==> config.mk <==
export PLATFORM = sky130hd
export DESIGN_NAME = if_fetch_unit
export DESIGN_NICKNAME = d
export VERILOG_FILES = /design/src/rtl/if_fetch_unit.sv
export SDC_FILE = /design/constraint.sdc
export NUM_CORES = 1
export LEC_CHECK = 0
export ABC_CLOCK_PERIOD_IN_PS = 5200
export CORE_MARGIN = 2
export CORE_UTILIZATION = 52
export CTS_CLUSTER_DIAMETER = 50
export DETAILED_ROUTE_END_ITERATION = 8
export GPL_TIMING_DRIVEN = 0
export PLACE_DENSITY = 0.83
export SLEW_MARGIN = 20
export SYNTH_ARGS = -nofsm -noshare
export SYNTH_HDL_FRONTEND = slang
export SYNTH_SLANG_ARGS = --single-unit
==> constraint.sdc <==
create_clock -name clk -period 5.2 [get_ports clk]
set_clock_uncertainty 0.2 [all_clocks]
set_input_delay 1.04 -clock clk [delete_from_list [all_inputs] [get_ports clk]]
set_output_delay 1.04 -clock clk [all_outputs]
set_load 0.01 [all_outputs]
==> src/rtl/if_fetch_unit.sv <==
// ---------------------------------------------------------------------------
// if_fetch_unit -- instruction fetch stage and IF/ID pipeline register.
//
// Keeps the PC and issues word-aligned fetches to the instruction memory. It
// loads the returned word into IF/ID, or parks it in a hold buffer while the
// hazard unit stalls decode. A small FSM handles redirects:
//   FETCH : a request is outstanding at pc.
//   HOLD  : a fetched word is parked and no request is issued.
//   KILL  : a redirect arrived while a request was still outstanding. The
//           word that returns is dropped and the latched target is taken.
//
// Optional build macro IF_STALL_CNT_EN adds the stall_cycles output. This
// counter counts cycles that wait on memory or sit in HOLD.
// ---------------------------------------------------------------------------
module if_fetch_unit #(
  parameter logic [31:0] RESET_PC = 32'h0000_0000
) (
  input  logic        clk,
  input  logic        rst_n,
  input  logic        PC_Wr_en,
  input  logic        IF_ID_Wr_en,
  input  logic        IF_ID_flush,
  input  logic        redirect_valid,
  input  logic [31:0] redirect_pc,
  output logic        imem_req,
  output logic [31:0] imem_addr,
  input  logic        imem_ack,
  input  logic [31:0] imem_rdata,
  output logic [31:0] IF_ID_Instruction,
  output logic [31:0] IF_ID_PC_plus4,
  output logic        IF_ID_valid
`ifdef IF_STALL_CNT_EN
  ,
  output logic [31:0] stall_cycles
`endif
);

  typedef enum logic [1:0] {
    FETCH = 2'd0,
    HOLD  = 2'd1,
    KILL  = 2'd2
  } state_t;

  localparam logic [31:0] RESET_PC_ALIGNED = {RESET_PC[31:2], 2'b00};

  state_t      state_q, state_d;
  logic [31:0] pc_q, pc_d;
  logic [31:0] hold_q, hold_d;
  logic [31:0] target_q, target_d;
  logic        ifid_load;
  logic [31:0] ifid_instr_d;
  logic [31:0] pc_plus4;
  logic [31:0] redir_aligned;

  // The low two bits of the target are dropped, so pc stays word aligned.
  // The +4 wraps naturally modulo 2^32.
  assign redir_aligned = {redirect_pc[31:2], 2'b00};
  assign pc_plus4      = pc_q + 32'd4;

  assign imem_req  = (state_q != HOLD);
  assign imem_addr = pc_q;

  // Next-state, next-pc and IF/ID load decision; redirect outranks stalls.
  always_comb begin
    // NOTE: every signal gets a default first so no path leaves one unassigned (no latches).
    state_d      = state_q;
    pc_d         = pc_q;
    hold_d       = hold_q;
    target_d     = target_q;
    ifid_load    = 1'b0;
    ifid_instr_d = hold_q;
    unique case (state_q)
      FETCH: begin
        if (redirect_valid) begin
          if (imem_ack) begin
            pc_d = redir_aligned;
          end else begin
            target_d = redir_aligned;
            state_d  = KILL;
          end
        end else if (imem_ack) begin
          if (IF_ID_Wr_en) begin
            ifid_load    = 1'b1;
            ifid_instr_d = imem_rdata;
            if (PC_Wr_en) pc_d = pc_plus4;
          end else begin
            hold_d  = imem_rdata;
            state_d = HOLD;
          end
        end
      end
      HOLD: begin
        if (redirect_valid) begin
          pc_d    = redir_aligned;
          state_d = FETCH;
        end else if (IF_ID_Wr_en) begin
          ifid_load = 1'b1;
          pc_d      = pc_plus4;
          state_d   = FETCH;
        end
      end
      KILL: begin
        if (redirect_valid) target_d = redir_aligned;
        if (imem_ack) begin
          pc_d    = redirect_valid ? redir_aligned : target_q;
          state_d = FETCH;
        end
      end
      default: state_d = FETCH;
    endcase
  end

  // State, PC, hold buffer and latched redirect target.
  always_ff @(posedge clk or negedge rst_n) begin
    if (!rst_n) begin
      // NOTE: the hold buffer is a plain register, not a memory, so it is reset along with everything else.
      state_q  <= FETCH;
      pc_q     <= RESET_PC_ALIGNED;
      hold_q   <= '0;
      target_q <= '0;
    end else begin
      // NOTE: sequential state uses non-blocking assignments so all registers update together.
      state_q  <= state_d;
      pc_q     <= pc_d;
      hold_q   <= hold_d;
      target_q <= target_d;
    end
  end

  // IF/ID register. A flush beats any load and keeps PC+4.
  always_ff @(posedge clk or negedge rst_n) begin
    if (!rst_n) begin
      IF_ID_Instruction <= '0;
      IF_ID_PC_plus4    <= '0;
      IF_ID_valid       <= 1'b0;
    end else if (IF_ID_flush) begin
      IF_ID_Instruction <= '0;
      IF_ID_valid       <= 1'b0;
    end else if (ifid_load) begin
      IF_ID_Instruction <= ifid_instr_d;
      IF_ID_PC_plus4    <= pc_plus4;
      IF_ID_valid       <= 1'b1;
    end
  end

`ifdef IF_STALL_CNT_EN
  // Counts cycles that wait on memory or sit in HOLD. The counter wraps at 2^32.
  always_ff @(posedge clk or negedge rst_n) begin
    if (!rst_n) begin
      stall_cycles <= '0;
    end else if ((imem_req && !imem_ack) || (state_q == HOLD)) begin
      stall_cycles <= stall_cycles + 32'd1;
    end
  end
`endif

endmodule
; ---- Word level (Yosys, flattened, before mapping)
; Index checks and enable logic that the tools add are counted.
[op_classes]
div_mod_pow = 0
n_reduce_logical = 9
shift = 0
n_mul = 0
n_mux = 34
bitwise = 3
n_eq_ne = 13
addsub = 1
magnitude_cmp = 0
[ops]
columns = cell, count
row1 = two-way mux 32 bit, 17
row2 = one-hot mux 32 bit (3 select lines), 1
row3 = one-hot mux 32 bit (2 select lines), 1
row4 = "adder 32 x 3 -> 32 bit, second input constant", 1
row5 = "inequality test 3 bit, second input constant", 6
row6 = two-way mux 2 bit, 7
row7 = "inequality test 2 bit, second input constant", 4
row8 = two-way mux 1 bit, 6
row9 = one-hot mux 2 bit (3 select lines), 1
row10 = AND reduction 6 bit, 1
row11 = AND reduction 5 bit, 1
row12 = AND reduction 4 bit, 1
row13 = nonzero test 2 bit, 2
row14 = inverter 1 bit, 3
row15 = AND reduction 3 bit, 1
row16 = nonzero test 3 bit, 1
row17 = "equality test 2 x 1 -> 1 bit, second input constant", 1
row18 = "equality test 2 bit, second input constant", 1
row19 = logical NOT 2 bit, 1
row20 = "inequality test 2 x 1 -> 1 bit, second input constant", 1
row21 = one-hot mux 1 bit (2 select lines), 1
row22 = AND reduction 2 bit, 1
[totals]
register_bits = 163
inputBits = 71
output_inout_bits = 98
mem_count = 0
mem_bits_rw = 0
latch_bits = 0
elab_cells = 67
romBits = 0

; ---- Logic depth before layout (Yosys ltp)
; Gate-level depths: netlist of run 1.
[depth]
depth_word = 6
depth_mapped = 7
ltp_nobuf = 5

; ---- Worst setup path before layout of run 1
; OpenSTA, ideal clock, no wires.
[synth_path]
path_kind = input-to-reg
from = in redirect_valid
to = reg hold_q[0]
slack_ns = 2.531
t_required_ns = 4.875
stages = 4
n_path_buf = 1
arrival_ns = 2.344
cell_sequence = or2_2 -> nor4b_2 -> buf_2 -> mux2_2
[synth_between]
elab_chain_cells = 2
[synth_lines]
columns = item, line
row1 = from (decl), 23  ; input logic redirect_valid,
row2 = inverter 1 bit (no line), -
row3 = AND reduction 4 bit (no line), -
row4 = to (signal assigned), 125  ; hold_q <= hold_d;
row5 = to (decl), 48  ; logic [31:0] hold_q, hold_d;
; No other way between the ends.
; A chain may end at the register's enable or synchronous reset.

; ---- Worst setup path in the final report of run 1
[layout_path]
from = in redirect_valid
to = reg pc_q[25] (netlist: imem_addr[25])
[layout_between]
elab_chain_cells = 3
word_cells_on_any_way = 9
[layout_lines]
columns = item, line
row1 = two-way mux 32 bit, -
row2 = two-way mux 32 bit, 104  ; if (imem_ack) begin
row3 = one-hot mux 32 bit (3 select lines), 72  ; unique case (state_q)
row4 = to (signal assigned), 124  ; pc_q <= pc_d;
row5 = to (decl), 47  ; logic [31:0] pc_q, pc_d;
; Parallel ways exist; a longest one is shown, timed or not. The select of a mux whose other input is x is not followed.

==> results of run 1 <==
## synthesized netlist by cell type (22+ instances only)
master / count
a211oi_1: 32
buf_2: 29
mux2i_1: 38
dfrtp_1: 163
a21oi_1: 24
o21ai_0: 36
clkbuf_1: 35
nor2_1: 72
mux2_2: 69
nand2_1: 50
nand4_1: 22
## sequential cells by signal, indices dropped and copies added (netlist names)
signal / cells
hold_q: 32
IF_ID_valid: 1
imem_addr: 32
state_q: 2
IF_ID_PC_plus4: 32
target_q: 32
IF_ID_Instruction: 32
## placed cells by master (no fill, tap or decap), types with 24 or more instances in the layout
| cell | netlist | final |
|---|---|---|
| a211oi_1 | 32 | 32 |
| a21oi_1 | 24 | 24 |
| buf_2 | 29 | 29 |
| clkbuf_1 | 35 | 35 |
| clkdlybuf4s50_1 | 0 | 164 |
| dfrtp_1 | 163 | 163 |
| mux2_2 | 69 | 69 |
| mux2i_1 | 38 | 38 |
| nand2_1 | 50 | 50 |
| nor2_1 | 72 | 72 |
| o21ai_0 | 36 | 36 |
## cells by family (layout without fill, tap and decap cells)
kind of cell	Yosys count	in the layout	share of synthesized area [%]
compound gates	168	168	13.66
flops	163	163	49.47
mux	107	107	14.04
buf+inv	84	281	4.385
xor+xnor	13	13	1.381
simple gates	263	263	16.92
fa+ha+maj	1	1	0.1517
## through the flow
stage / area [µm²] / setup slack, ns / setup TNS [ns] / std cells
finish: 10840 / 1.873 / 0 / 1212
global route: 10840 / 1.778 / 0 / 1212
CTS: 10840 / 1.932 / 0 / 1212
detailed placement: 10200 / 1.490 / 0 / 1181
global placement: 10170 / -3.858 / -626.46 / 1180
floorplan: 8245 / 2.531 / 0 / 799
## layer usage
| metal | track usage (%) | vias up | wire (µm) |
|---|---|---|---|
| li1 | - | 3298 | - |
| met1 | 34.49 | 3518 | 9126 |
| met2 | 47.21 | 332 | 11240 |
| met3 | 9.963 | 74 | 2210 |
| met4 | 13.60 | 0 | 799 |
| met5 | 0 | - | 0 |
## path summary, 6_finish.rpt
kind,to,cells past startpoint
max,imem_addr[25]$_DFFE_PN0P_,8
min,target_q[16]$_DFFE_PN0P_,1
max reg2reg,imem_addr[16]$_DFFE_PN0P_,7
min reg2reg,target_q[16]$_DFFE_PN0P_,1
max in group asynchronous,target_q[26]$_DFFE_PN0P_,2
min in group asynchronous,IF_ID_PC_plus4[2]$_DFFE_PN0P_,1
## critical path, delay by kind of cell
family / cells / cell delay (ns)
buffers and inverters: 4 / 1.94
AO/OA/AOI/OAI: 2 / 0.26
AND/OR/NAND/NOR: 2 / 0.22
## final cells by class
cell class | count | area [µm²] | share of cell area, %
flip-flops and latches | 163 | 4079 | 37.62
multi-input cells | 552 | 3805 | 35.10
repair buffers | 166 | 1684 | 15.53
clock buffers | 20 | 466.7 | 4.305
plain buffers | 73 | 320.3 | 2.954
well taps | 216 | 270.3 | 2.493
clock inverters | 11 | 175.2 | 1.616
inverters | 11 | 41.29 | 0.3808
## power by group through the flow
stage / combinational, mW / clock (mW) / sequential, mW
after floorplan: 0.551 / 0 / 1.78
after global placement: 1.14 / 0 / 1.74
after detailed placement: 1.17 / 0 / 1.75
after CTS: 1.18 / 1.38 / 1.73
after global routing: 1.29 / 1.44 / 1.77
final: 1.18 / 1.37 / 1.74
==> impl_metrics.csv, run 1 <==
group,metric,value,unit
run_status,status,"complete, no violations",
sta,report.final.hold_viol_count,0,
synth,synth_nets,871,
sta,fin_hold_ws,0.2991,ns
sta,finalCriticalPeriod,3.327,ns
cts,cts_tree,"yes",
sta,setup_viol,0,
die,rows,46,
setup_path,worstSetupStartpoint,"redirect_valid",
global_routing,grt_pass1_vias,7191,
sta,fmax,300.6,MHz
setup_path,crit_path_end_kind,"register",
synth,async_reset_ff_share,100.0,%
power,power.leakage,4.426,nW
power,sw_frac_of_total,30.27,%
setup_path,crit_chain,"clkdlybuf4s50_1, clkbuf_1, clkbuf_1, buf_1, nand2_1, o21ai_0, nand2_1, o2111ai_1",
placement,place_congestion,0.9276,
global_routing,grt_pass1_wl,37380,µm
cts,cts_buffers,17,
job,maxCapViolCount,0,
setup_path,critPathMaxFanout,10,
sta,worstMarginPinSlew,0.7444,ns
routing,via_count,7222,
global_routing,grt_max_degree,88,
cts,clk-insertion-delay-late,0.44,ns
routing,firstDrtPassIters,6,
cts,clk_pin_slew,0.06,ns
routing,drt_wl_total,23380,µm
sta,maxSlewHeadroom,50.19,%
routing,via_per_inst,5.959,
hold_path,min_path_type,"reg2reg",
synth,synth_flop_cell,"dfrtp_1",
sta,finalCritPeriodShare,63.98,%
synth,synth_seq_area_share,49.47,%
power,power_density,395.2,mW/mm²
layout,antenna-diode-count,0,
power,combPwrFrac,27.5,%
synth,yosysWarnings,0,
placement,hpwl,16780,µm
die,dieWidth,129.9,µm
synth,synth_top_area_share,49.47,%
power,max-vdd-ir-drop,251.3,µV
synth,synth_seq_cells,163,
synth,syn_area,0.008245,mm²
setup_path,worstSetupStartpointType,"primary input",
setup_path,cp_data_required_time,5.33,ns
synth,synth_edf_count,0,
setup_path,critical_path_class,"in2reg",
setup_path,r2r_start,"imem_addr[3]$_DFFE_PN0P_",
setup_path,timing.reg2reg.setup_slack,2.29,ns
layout,nFillCells,1164,
layout,fin_util,69.00,%
sta,rsz0062_at_grt,"no",
power,p_sw,1.297,mW
synth,yosysTopAreaCell,"dfrtp_1",
global_routing,gr-total-overflow,0,
setup_path,critPathSlowestCell,"clkdlybuf4s50_1",
hold_path,worstHoldStart,"target_q[16]$_DFFE_PN0P_",
routing,drt-initial-drc-count,644,
cts,cts_buffer_depth,2,
synth,synthTopCellsByArea,"dfrtp_1 (49%), mux2_2 (9.4%), mux2i_1 (4.6%)",
die,start_util,52.48,%
cts,cts_resized,0,
power,clkPwrFrac,31.9,%
die,ioPinCount,169,
setup_path,arrival,3.46,ns
cts,htree_levels,4,
power,pwr-share-seq,40.5,%
layout,area_growth_syn_to_layout,31.49,%
layout,layout.nets,1056,
sta,finalMaxSlewViolations,0,
synth,avgSynthCellArea,10.32,µm²
routing,antenna_left,0,
cts,cts.sinks,163,
power,finalPower,4.285,mW
layout,final_layout_size_suffix_gt1_share,14.76,%
die,chipHeight,129.9,µm
cts,ctsHoldBuffers,0,
power,p_int,2.988,mW
synth,synth_cells,799,
setup_path,max_stage_delay,0.64,ns
routing,drc,0,
die,die_area,0.01688,mm²
die,core,0.01571,mm²
placement,port_buffers,165,
global_routing,track_usage,28.89,%
routing,wl_per_cell,19.29,µm
synth,ys_types,57,
global_routing,antenna_found_initial,0,
cts,clockRootBuffer,"clkbuf_16",
cts,cts_setup_buffers,0,
(Power assumes the default switching activity.)
==> run 2: changes to the inputs <==
--- a/config.mk
+++ b/config.mk
@@ -5,13 +5,13 @@
 export SDC_FILE = /design/constraint.sdc
 export NUM_CORES = 1
 export LEC_CHECK = 0
-export ABC_CLOCK_PERIOD_IN_PS = 5200
+export ABC_CLOCK_PERIOD_IN_PS = 2800
 export CORE_MARGIN = 2
-export CORE_UTILIZATION = 52
+export CORE_UTILIZATION = 47
 export CTS_CLUSTER_DIAMETER = 50
 export DETAILED_ROUTE_END_ITERATION = 8
 export GPL_TIMING_DRIVEN = 0
-export PLACE_DENSITY = 0.83
+export PLACE_DENSITY = 0.79
 export SLEW_MARGIN = 20
 export SYNTH_ARGS = -nofsm -noshare
 export SYNTH_HDL_FRONTEND = slang
==> constraint.sdc (replaced) <==
create_clock -name clk -period 2.8 [get_ports clk]
set_clock_uncertainty 0.2 [all_clocks]
set_input_delay 0.56 -clock clk [delete_from_list [all_inputs] [get_ports clk]]
set_output_delay 0.56 -clock clk [all_outputs]
set_load 0.01 [all_outputs]
==> impl_metrics.csv, run 2 (synthesis gave the netlist of run 1 again) <==
group,metric,value,unit
setup_path,cp_data_required_time,2.95,ns
global_routing,track_usage,25.91,%
routing,drt-initial-drc-count,684,
layout,multi_input_area,0.003815,mm²
routing,firstDrtPassIters,5,
sta,report.final.hold_viol_count,0,
sta,maxSlewHeadroom,41.27,%
power,clkPwrFrac,30.5,%
setup_path,critical_path_class,"in2reg",
cts,cts.sinks,163,
power,pwr-share-seq,41.4,%
layout,regArea,0.004079,mm²
sta,finalCriticalPeriod,2.770,ns
cts,clockRootBuffer,"clkbuf_16",
power,combPwrFrac,28.1,%
sta,fmax,361.0,MHz
die,start_util,47.84,%
cts,htree_levels,4,
routing,via_count,7129,
sta,setup_viol,0,
placement,dp_cells,1191,
power,max-vdd-ir-drop,442.7,µV
layout,nFillCells,1445,
power,p_sw,2.389,mW
layout,antenna-diode-count,0,
routing,antenna_left,0,
sta,layout_setup_ws,0.03025,ns
power,sw_frac_of_total,30.76,%
sta,finalSetupTns,0,ns
placement,hpwl,16820,µm
hold_path,min_path_type,"reg2reg",
layout,layout.nets,1057,
job,maxCapViolCount,0,
placement,dp_slack,-0.3694,ns
layout,stdcell_area,0.01086,mm²
layout,area_growth_syn_to_layout,31.68,%
sta,fin_hold_ws,0.3049,ns
layout,final_layout_size_suffix_gt1_share,15.13,%
run_status,status,"complete, no violations",
global_routing,grt_max_degree,65,
routing,via_per_inst,5.829,
setup_path,critPathMaxFanout,10,
setup_path,crit_path_end_kind,"register",
cts,cts_buffer_depth,2,
placement,place_congestion,0.8766,
sta,finalMaxSlewViolations,0,
routing,drc,0,
routing,wl_per_cell,19.02,µm
power,power_density,715.5,mW/mm²
setup_path,arrival,2.92,ns
cts,cts_buffers,17,
global_routing,grt_pass1_wl,37250,µm
die,dieWidth,136.5,µm
setup_path,crit_chain,"clkdlybuf4s50_1, buf_1, nor2_1, clkbuf_1, o311ai_0, nand4_1",
cts,cts_tree,"yes",
die,chipHeight,136.5,µm
layout,fin_util,62.99,%
die,rows,48,
sta,finalCritPeriodShare,98.92,%
power,p_int,5.379,mW
die,core,0.01724,mm²
cts,clk-insertion-delay-late,0.43,ns
layout,final_cell_mix,"clkdlybuf4s50_1 (164), dfrtp_1 (163), nor2_1 (72)",
sta,worstMarginPinSlew,0.8736,ns
setup_path,critPathSlowestCell,"nor2_1",
die,die_area,0.01862,mm²
placement,post_dp_cell_area,0.01024,mm²
routing,drt_wl_total,23270,µm
power,finalPower,7.769,mW
placement,port_buffers,165,
global_routing,gr-total-overflow,0,
global_routing,grt_pass1_vias,7228,
power,power.leakage,4.424,nW
setup_path,max_stage_delay,0.64,ns
cts,clk_pin_slew,0.06,ns
layout,stdcell_count,1223,
setup_path,worstSetupStartpointType,"primary input",
layout,final_common_cell,"clkdlybuf4s50_1",
cts,cts_setup_buffers,0,
global_routing,antenna_found_initial,0,
die,ioPinCount,169,
## run 2: cell count changes in the layout (fill, tap and decap cells not counted), moves of 2 or more
cell / delta
clkbuf_1: -3
bufinv_16: -2
clkinvlp_4: +2
clkbuf_2: +3
## run 2: area by class of cell
class,instances,share of cell area (%)
clock inverter,10,1.129
timing repair buffer,168,15.86
multi-input combinational,552,35.13
buffer,72,2.973
sequential,163,37.57
tap,225,2.593
clock buffer,22,4.367
inverter,11,0.3803
## run 2: critical path, delay by kind of cell
kind / cells / cell delay, ns
AOI/OAI and AO/OA: 1 / 0.26
buffers and inverters: 3 / 1.32
and+or+nand+nor: 2 / 0.77
## run 2: final timing paths
kind / start / to / slack [ns] / cells past startpoint
worst min register to register: target_q[12]$_DFFE_PN0P_ / target_q[12]$_DFFE_PN0P_ / 0.30 / 1
worst min-delay path: target_q[12]$_DFFE_PN0P_ / target_q[12]$_DFFE_PN0P_ / 0.30 / 1
min in group asynchronous: rst_n / IF_ID_PC_plus4[2]$_DFFE_PN0P_ / 0.40 / 2
worst max-delay path: redirect_valid / imem_addr[29]$_DFFE_PN0P_ / 0.03 / 6
worst max register to register: state_q[1]$_DFFE_PN0P_ / imem_addr[29]$_DFFE_PN0P_ / 0.07 / 7
max in group asynchronous: rst_n / IF_ID_Instruction[14]$_DFFE_PN0P_ / 1.35 / 3
## run 2: power by group through the flow
stage          clock (mW)  combinational (mW)  sequential (mW)
2_1_floorplan           0                1.02             3.30
3_3_place_gp            0                2.12             3.23
3_5_place_dp            0                2.17             3.25
6_report             2.37                2.19             3.22
5_1_grt              2.48                2.40             3.27
4_1_cts              2.39                2.19             3.21
## run 2: what timing repair did
action                     CTS  global route
gates resized for setup      0            10
hold endpoints to repair    38             0
setup endpoints to repair    4            48
hold buffers                 1             0
cloned                       0             0
## run 2: per-layer routing
layer | vias to the layer above | share of wire (%) | wire (µm) | global-route usage, %
met4 | 0 | 3.4 | 780 | 11.69
met2 | 345 | 47 | 10930 | 40.95
met5 | - | 0 | 0 | 0
met3 | 61 | 9.6 | 2222 | 8.576
met1 | 3420 | 40 | 9331 | 32.33
li1 | 3303 | - | - | -
